### config.mk
export PLATFORM = sky130hd
export DESIGN_NAME = apb_slave_fifo
export DESIGN_NICKNAME = d
export VERILOG_FILES = /design/src/rtl/apb_slave_fifo.sv
export SDC_FILE = /design/constraint.sdc
export NUM_CORES = 1
export LEC_CHECK = 0
export ABC_CLOCK_PERIOD_IN_PS = 3500
export CORE_ASPECT_RATIO = 0.9
export CORE_UTILIZATION = 51
export CTS_CLUSTER_SIZE = 20
export DETAILED_ROUTE_END_ITERATION = 8
export GPL_ROUTABILITY_DRIVEN = 0
export HOLD_SLACK_MARGIN = 0.15
export PLACE_DENSITY = 0.75
export SLEW_MARGIN = 0
export SYNTH_ARGS = -nofsm -noshare
export SYNTH_HDL_FRONTEND = slang
export SYNTH_SLANG_ARGS = --single-unit
### constraint.sdc
create_clock -name i_PCLK -period 3.5 [get_ports i_PCLK]
set_input_delay 0.7 -clock i_PCLK [delete_from_list [all_inputs] [get_ports i_PCLK]]
set_output_delay 0.7 -clock i_PCLK [all_outputs]
set_load 0.02 [all_outputs]
### src/rtl/apb_slave_fifo.sv
// APB slave exposing a DEPTH-entry FIFO: DATA pushes/pops, STATUS reports occupancy, CTRL flushes.
// One wait state per transfer; FIFO side effects commit at the end of the PREADY cycle.
module apb_slave_fifo #(
  parameter int DATA_WIDTH = 16,
  parameter int ADDR_WIDTH = 16,
  parameter int DEPTH      = 8,
  localparam int CW        = $clog2(DEPTH + 1)
) (
  input  logic                  i_PCLK,
  input  logic                  i_PRESET,
  input  logic [ADDR_WIDTH-1:0] i_PADDR,
  input  logic                  i_PSEL,
  input  logic                  i_PENABLE,
  input  logic                  i_PWRITE,
  input  logic [DATA_WIDTH-1:0] i_PWDATA,
  output logic                  o_PREADY,
  output logic [DATA_WIDTH-1:0] o_PRDATA,
  output logic                  o_PSLVERR,
  output logic [CW-1:0]         o_count,
  output logic                  o_full,
  output logic                  o_empty
);

  localparam int PW = (DEPTH > 1) ? $clog2(DEPTH) : 1;

  localparam logic [ADDR_WIDTH-1:0] A_DATA   = ADDR_WIDTH'(0);
  localparam logic [ADDR_WIDTH-1:0] A_STATUS = ADDR_WIDTH'(1);
  localparam logic [ADDR_WIDTH-1:0] A_CTRL   = ADDR_WIDTH'(2);

  typedef enum logic [1:0] {
    S_IDLE  = 2'd0,
    S_SETUP = 2'd1,
    S_RESP  = 2'd2
  } state_t;

  typedef enum logic [1:0] {
    OP_NONE  = 2'd0,
    OP_PUSH  = 2'd1,
    OP_POP   = 2'd2,
    OP_FLUSH = 2'd3
  } op_t;

  state_t                r_state;
  state_t                w_state_nxt;

  logic [DATA_WIDTH-1:0] r_mem [DEPTH];
  logic [PW-1:0]         r_wr_ptr;
  logic [PW-1:0]         r_rd_ptr;
  logic [CW-1:0]         r_count;
  logic                  r_full;
  logic                  r_empty;

  logic                  r_pready;
  logic [DATA_WIDTH-1:0] r_prdata;
  logic                  r_pslverr;
  op_t                   r_op;
  logic [DATA_WIDTH-1:0] r_wdata;

  op_t                   w_op;
  logic [DATA_WIDTH-1:0] w_rdata;
  logic                  w_slverr;
  logic [DATA_WIDTH-1:0] w_status;
  logic                  w_to_resp;
  logic                  w_commit;
  logic                  w_push;
  logic                  w_pop;
  logic                  w_flush;

  function automatic logic [PW-1:0] ptr_inc(input logic [PW-1:0] p);
    return (p == PW'(DEPTH - 1)) ? '0 : p + PW'(1);
  endfunction

  // ---------------------------------------------------------------------------
  // Transfer FSM
  // ---------------------------------------------------------------------------
  always_ff @(posedge i_PCLK) begin
    if (i_PRESET) begin
      r_state <= S_IDLE;
    end else begin
      r_state <= w_state_nxt;
    end
  end

  always_comb begin
    w_state_nxt = r_state;
    unique case (r_state)
      S_IDLE: begin
        if (i_PSEL && !i_PENABLE) w_state_nxt = S_SETUP;
      end
      S_SETUP: begin
        if (!i_PSEL)        w_state_nxt = S_IDLE;
        else if (i_PENABLE) w_state_nxt = S_RESP;
      end
      S_RESP: begin
        w_state_nxt = S_IDLE;
      end
      default: begin
        w_state_nxt = S_IDLE;
      end
    endcase
  end

  assign w_to_resp = (r_state == S_SETUP) && i_PSEL && i_PENABLE;
  // Reset wins over a commit that coincides with it, so a reset during RESP drops the transfer.
  assign w_commit  = (r_state == S_RESP) && i_PSEL && i_PENABLE && !i_PRESET;

  // ---------------------------------------------------------------------------
  // Register decode: response and the FIFO action are decided in SETUP
  // ---------------------------------------------------------------------------
  always_comb begin
    w_status           = '0;
    w_status[CW+1:0]   = {r_count, r_full, r_empty};
  end

  always_comb begin
    w_op     = OP_NONE;
    w_rdata  = '0;
    w_slverr = 1'b0;
    unique case (i_PADDR)
      A_DATA: begin
        if (i_PWRITE) begin
          if (r_full) w_slverr = 1'b1;
          else        w_op     = OP_PUSH;
        end else begin
          if (r_empty) begin
            w_slverr = 1'b1;
          end else begin
            w_op    = OP_POP;
            w_rdata = r_mem[r_rd_ptr];
          end
        end
      end
      A_STATUS: begin
        if (i_PWRITE) w_slverr = 1'b1;
        else          w_rdata  = w_status;
      end
      A_CTRL: begin
        if (i_PWRITE && i_PWDATA[0]) w_op = OP_FLUSH;
      end
      default: begin
        w_slverr = 1'b1;
      end
    endcase
  end

  always_ff @(posedge i_PCLK) begin
    if (i_PRESET) begin
      r_pready  <= 1'b0;
      r_prdata  <= '0;
      r_pslverr <= 1'b0;
      r_op      <= OP_NONE;
      r_wdata   <= '0;
    end else begin
      r_pready  <= w_to_resp;
      r_prdata  <= w_to_resp ? w_rdata : '0;
      r_pslverr <= w_to_resp && w_slverr;
      if (w_to_resp) begin
        r_op    <= w_op;
        r_wdata <= i_PWDATA;
      end
    end
  end

  // ---------------------------------------------------------------------------
  // FIFO storage and bookkeeping
  // ---------------------------------------------------------------------------
  assign w_flush = w_commit && (r_op == OP_FLUSH);
  assign w_push  = w_commit && (r_op == OP_PUSH) && !r_full;
  assign w_pop   = w_commit && (r_op == OP_POP)  && !r_empty;

  always_ff @(posedge i_PCLK) begin
    if (w_push) r_mem[r_wr_ptr] <= r_wdata;
  end

  always_ff @(posedge i_PCLK) begin
    if (i_PRESET || w_flush) begin
      r_wr_ptr <= '0;
      r_rd_ptr <= '0;
      r_count  <= '0;
      r_full   <= 1'b0;
      r_empty  <= 1'b1;
    end else if (w_push) begin
      r_wr_ptr <= ptr_inc(r_wr_ptr);
      r_count  <= r_count + CW'(1);
      r_full   <= (r_count == CW'(DEPTH - 1));
      r_empty  <= 1'b0;
    end else if (w_pop) begin
      r_rd_ptr <= ptr_inc(r_rd_ptr);
      r_count  <= r_count - CW'(1);
      r_full   <= 1'b0;
      r_empty  <= (r_count == CW'(1));
    end
  end

  assign o_PREADY  = r_pready;
  assign o_PRDATA  = r_prdata;
  assign o_PSLVERR = r_pslverr;
  assign o_count   = r_count;
  assign o_full    = r_full;
  assign o_empty   = r_empty;

endmodule

==> impl_metrics.py <==
metrics = {
    "timing": {
        "worst-slew-pin-transition_ns": 0.872,
        "setup_viol": 0,
        "worst_slew_margin_rel": 0.418,
        "layout_worst_path_cycle_share": 0.738,
        "final_critical_path_setup_slack_ns": 0.918,
        "rsz0062_at_grt": "no",
        "final.setup_skew_ns": 0.00617,
        "finalHoldWorstSlack_ns": 0.512,
        "setup_tns_ns": 0,
        "final-hold-violation-count": 0,
        "post-route-min-period_ns": 2.58,
        "final_max_slew_viol_count": 0,
        "fmax_mhz": 387,
    },
    "route": {
        "detail_route.vias_per_cell": 5.80,
        "drt-wirelength-per-cell_um": 20.3,
        "vias": 4009,
        "finalWirelength_um": 14000,
        "drt_drc": 8,
        "firstDrtPassIters": 6,
        "detail-route-antenna-nets": 0,
        "detailedRoute.firstIterationViolations": 411,
    },
    "power_and_ir_drop": {
        "fin_total_pwr_mw": 4.31,
        "cellLeakagePower_nw": 2.42,
        "power_density_nw_per_um2": 508,
        "max-vdd-ir-drop_mv": 0.398,
    },
    "floorplanning": {
        "floorplan.die_area_um2": 14100,
        "die_height_um": 113,
        "rows": 40,
        "core_area_um2": 13300,
        "io_pins": 61,
        "die-width_um": 125,
        "floorplan.initialDensity": 0.520,
    },
    "logic_synthesis": {
        "synth-edff-count": 128,
        "synth_async_sr_flop_share": 0,
        "synth-xor-area-share": 0,
        "synth.distinct_cells": 46,
        "synth_seq_area_share": 0.708,
        "postSynthRegisterBits": 181,
        "synth_area_um2": 6930,
        "synth_compound_area_frac": 0.0345,
        "synth_top_family_by_area": "multiplexers",
        "mux_share_of_post_synthesis_cell_area": 0.136,
        "synth-simple-area-share": 0.0939,
        "postSynth.topFlopCell": "edfxtp_1",
        "syn-mean-instance-area_um2": 16.2,
        "number_of_instances_in_the_synthesized_netlist": 427,
        "post_synth_fa_ha_maj_area_fraction": 0.0126,
        "synth.net_count": 471,
        "yosys_warnings": 0,
    },
    "critical_path": {
        "startpoint_of_the_lowest_slack_register_to_register_path": "r_state[1]",
        "critPathRequiredTime_ns": 3.62,
        "worst_setup_path_end_kind": "flop",
        "critical_path_class": "input port to flop",
        "largest_delay_contributor_family_on_the_critical_path": "simple AND/OR/NAND/NOR gates",
        "crit_buf_inv": 2,
        "critical_path.max_stage_delay_ns": 0.54,
        "cpMaxStageDelayCell": "clkdlybuf4s50_1",
        "cp_max_fo": 11,
        "start_kind": "input port",
        "r2r_slack_ns": 1.11,
        "cp_cell_sequence": "clkdlybuf4s50_1, nand4b_1, nor4_1, nand2_1, nor3b_2, buf_4",
        "cp.arrival_ns": 2.70,
        "ff2ff_path_depth": 5,
        "r2r_end": "r_mem[6][3]",
    },
    "worst_hold_path": {
        "worst_hold_path_type": "flop to flop",
        "hold_depth": 2,
        "hold_path.startpoint": "r_rd_ptr[0]",
    },
    "clock_network": {
        "cts_setup_buffers": 0,
        "clock_tree_from_tritoncts": "built",
        "postCtsResizedCells": 0,
        "clkSlewWorstSetupHoldPaths_ns": 0.06,
        "cts.sinks": 181,
        "worst_skew_pair_later_pin_latency_ns": 0.42,
        "cts-hold-fix-buffers": 0,
        "htree_levels": 4,
        "cts-root-buf": "clkbuf_16",
        "cts-buffers-inserted": 17,
        "cts_buffer_depth": 2,
    },
    "layout": {
        "mostFrequentLayoutCells": "128 x edfxtp_1, 60 x clkdlybuf4s50_1, 52 x dfxtp_1",
        "antenna_cells": 0,
        "layout.cells.most_common": "edfxtp_1",
        "final_cells": 691,
        "layout-drive-gt1-share": 0.205,
        "layout.core_utilization": 0.638,
        "post-route-cell-area_um2": 8490,
        "finish.net_count": 554,
        "area_growth_pct": 22.5,
    },
    "placement": {
        "dpl.cell_count": 659,
        "dp_hpwl_um": 8950,
        "detailedPlace.worstSlack_ns": 0.533,
        "postPlaceCellArea_um2": 7880,
        "numPortBuffers": 60,
    },
    "run_status": {
        "status": "finished with violations",
        "failed_checks": "DRC",
    },
    "global_route": {
        "overflow": 0,
        "grt_antenna_before_repair": 0,
        "gr-usage-all-layers": 0.215,
        "first_global_vias": 3984,
        "pin_count_of_the_biggest_net_entering_global_routing": 27,
        "wire_length_of_the_first_global_routing_pass_um": 21700,
    },
    "run": {
        "cap_viol_max_count": 0,
    },
}
sequential cells by signal (all words and copies together) (netlist names), 2 cells and up, named ones only:
register and count:
r_rd_ptr 3, r_mem 128, r_op 2, r_wdata 16
r_state 2, o_count 4, r_wr_ptr 3, o_PRDATA 16
cells in the mapped netlist, types with 2 or more instances:
| master | count | area, µm² |
|---|---|---|
| a21oi_1 | 33 | 165 |
| buf_1 | 3 | 11.3 |
| buf_2 | 6 | 30.0 |
| buf_4 | 2 | 15.0 |
| clkbuf_1 | 7 | 26.3 |
| dfxtp_1 | 53 | 1060 |
| edfxtp_1 | 128 | 3840 |
| ha_1 | 7 | 87.6 |
| inv_1 | 3 | 11.3 |
| mux2_2 | 8 | 90.1 |
| mux2i_1 | 13 | 130 |
| mux4_2 | 32 | 721 |
| nand2_1 | 43 | 161 |
| nand3_1 | 15 | 75.1 |
| nand4_1 | 5 | 31.3 |
| nand4b_1 | 3 | 26.3 |
| nor2_1 | 18 | 67.6 |
| nor3_1 | 6 | 30.0 |
| nor3b_1 | 5 | 37.5 |
| nor3b_2 | 2 | 25.0 |
| nor4_1 | 5 | 31.3 |
| nor4b_1 | 3 | 26.3 |
| o21ai_0 | 2 | 10.0 |
| or3_1 | 3 | 18.8 |
report_power, final:
part	switching [mW]	internal, mW	total [mW]
clock network	0.766	1.19	1.96
logic	0.0279	0.0440	0.0718
registers	0.00672	2.27	2.28
layout make-up:
cell class | count | area, µm²
Timing Repair Buffer | 83 | 773
Sequential cell | 181 | 4910
Fill cell | 938 | 4820
Clock buffer | 19 | 433
Multi-Input combinational cell | 224 | 1970
Clock inverter | 13 | 180
Tap cell | 168 | 210
Inverter | 3 | 11.3
worst min-delay path, stage by stage (launching register included):
cell and delay, ns:
dfxtp_1 0.32, nand2_1 0.08, a21oi_1 0.07
how the worst max path moves through the flow:
| stage | startpoint | end | slack [ns] | depth (start not counted) |
|---|---|---|---|---|
| global placement | i_PENABLE | r_mem[6][14] | 0.61 | 6 |
| CTS | i_PENABLE | r_mem[6][3] | 0.96 | 6 |
| finish | i_PSEL | r_mem[6][3] | 0.92 | 6 |
| floorplan | i_PRESET | r_mem[0][0] | 0.15 | 3 |
| detailed placement | i_PENABLE | r_mem[6][14] | 0.53 | 6 |
| global route | i_PENABLE | r_mem[6][3] | 0.81 | 6 |
cells by family (layout without fill, tap and decap cells):
logic type | after synthesis | count (layout)
flops | 181 | 181
simple gates | 121 | 121
mux | 53 | 53
compound gates | 43 | 43
buf+inv | 22 | 118
fa+ha+maj | 7 | 7
layer usage:
layer,GRT usage,part of all wire
met3,0.0601,0.060
met4,0.0772,0.017
met2,0.357,0.50
met1,0.272,0.42
met5,0,0
Power figures use the tool's default switching activity.
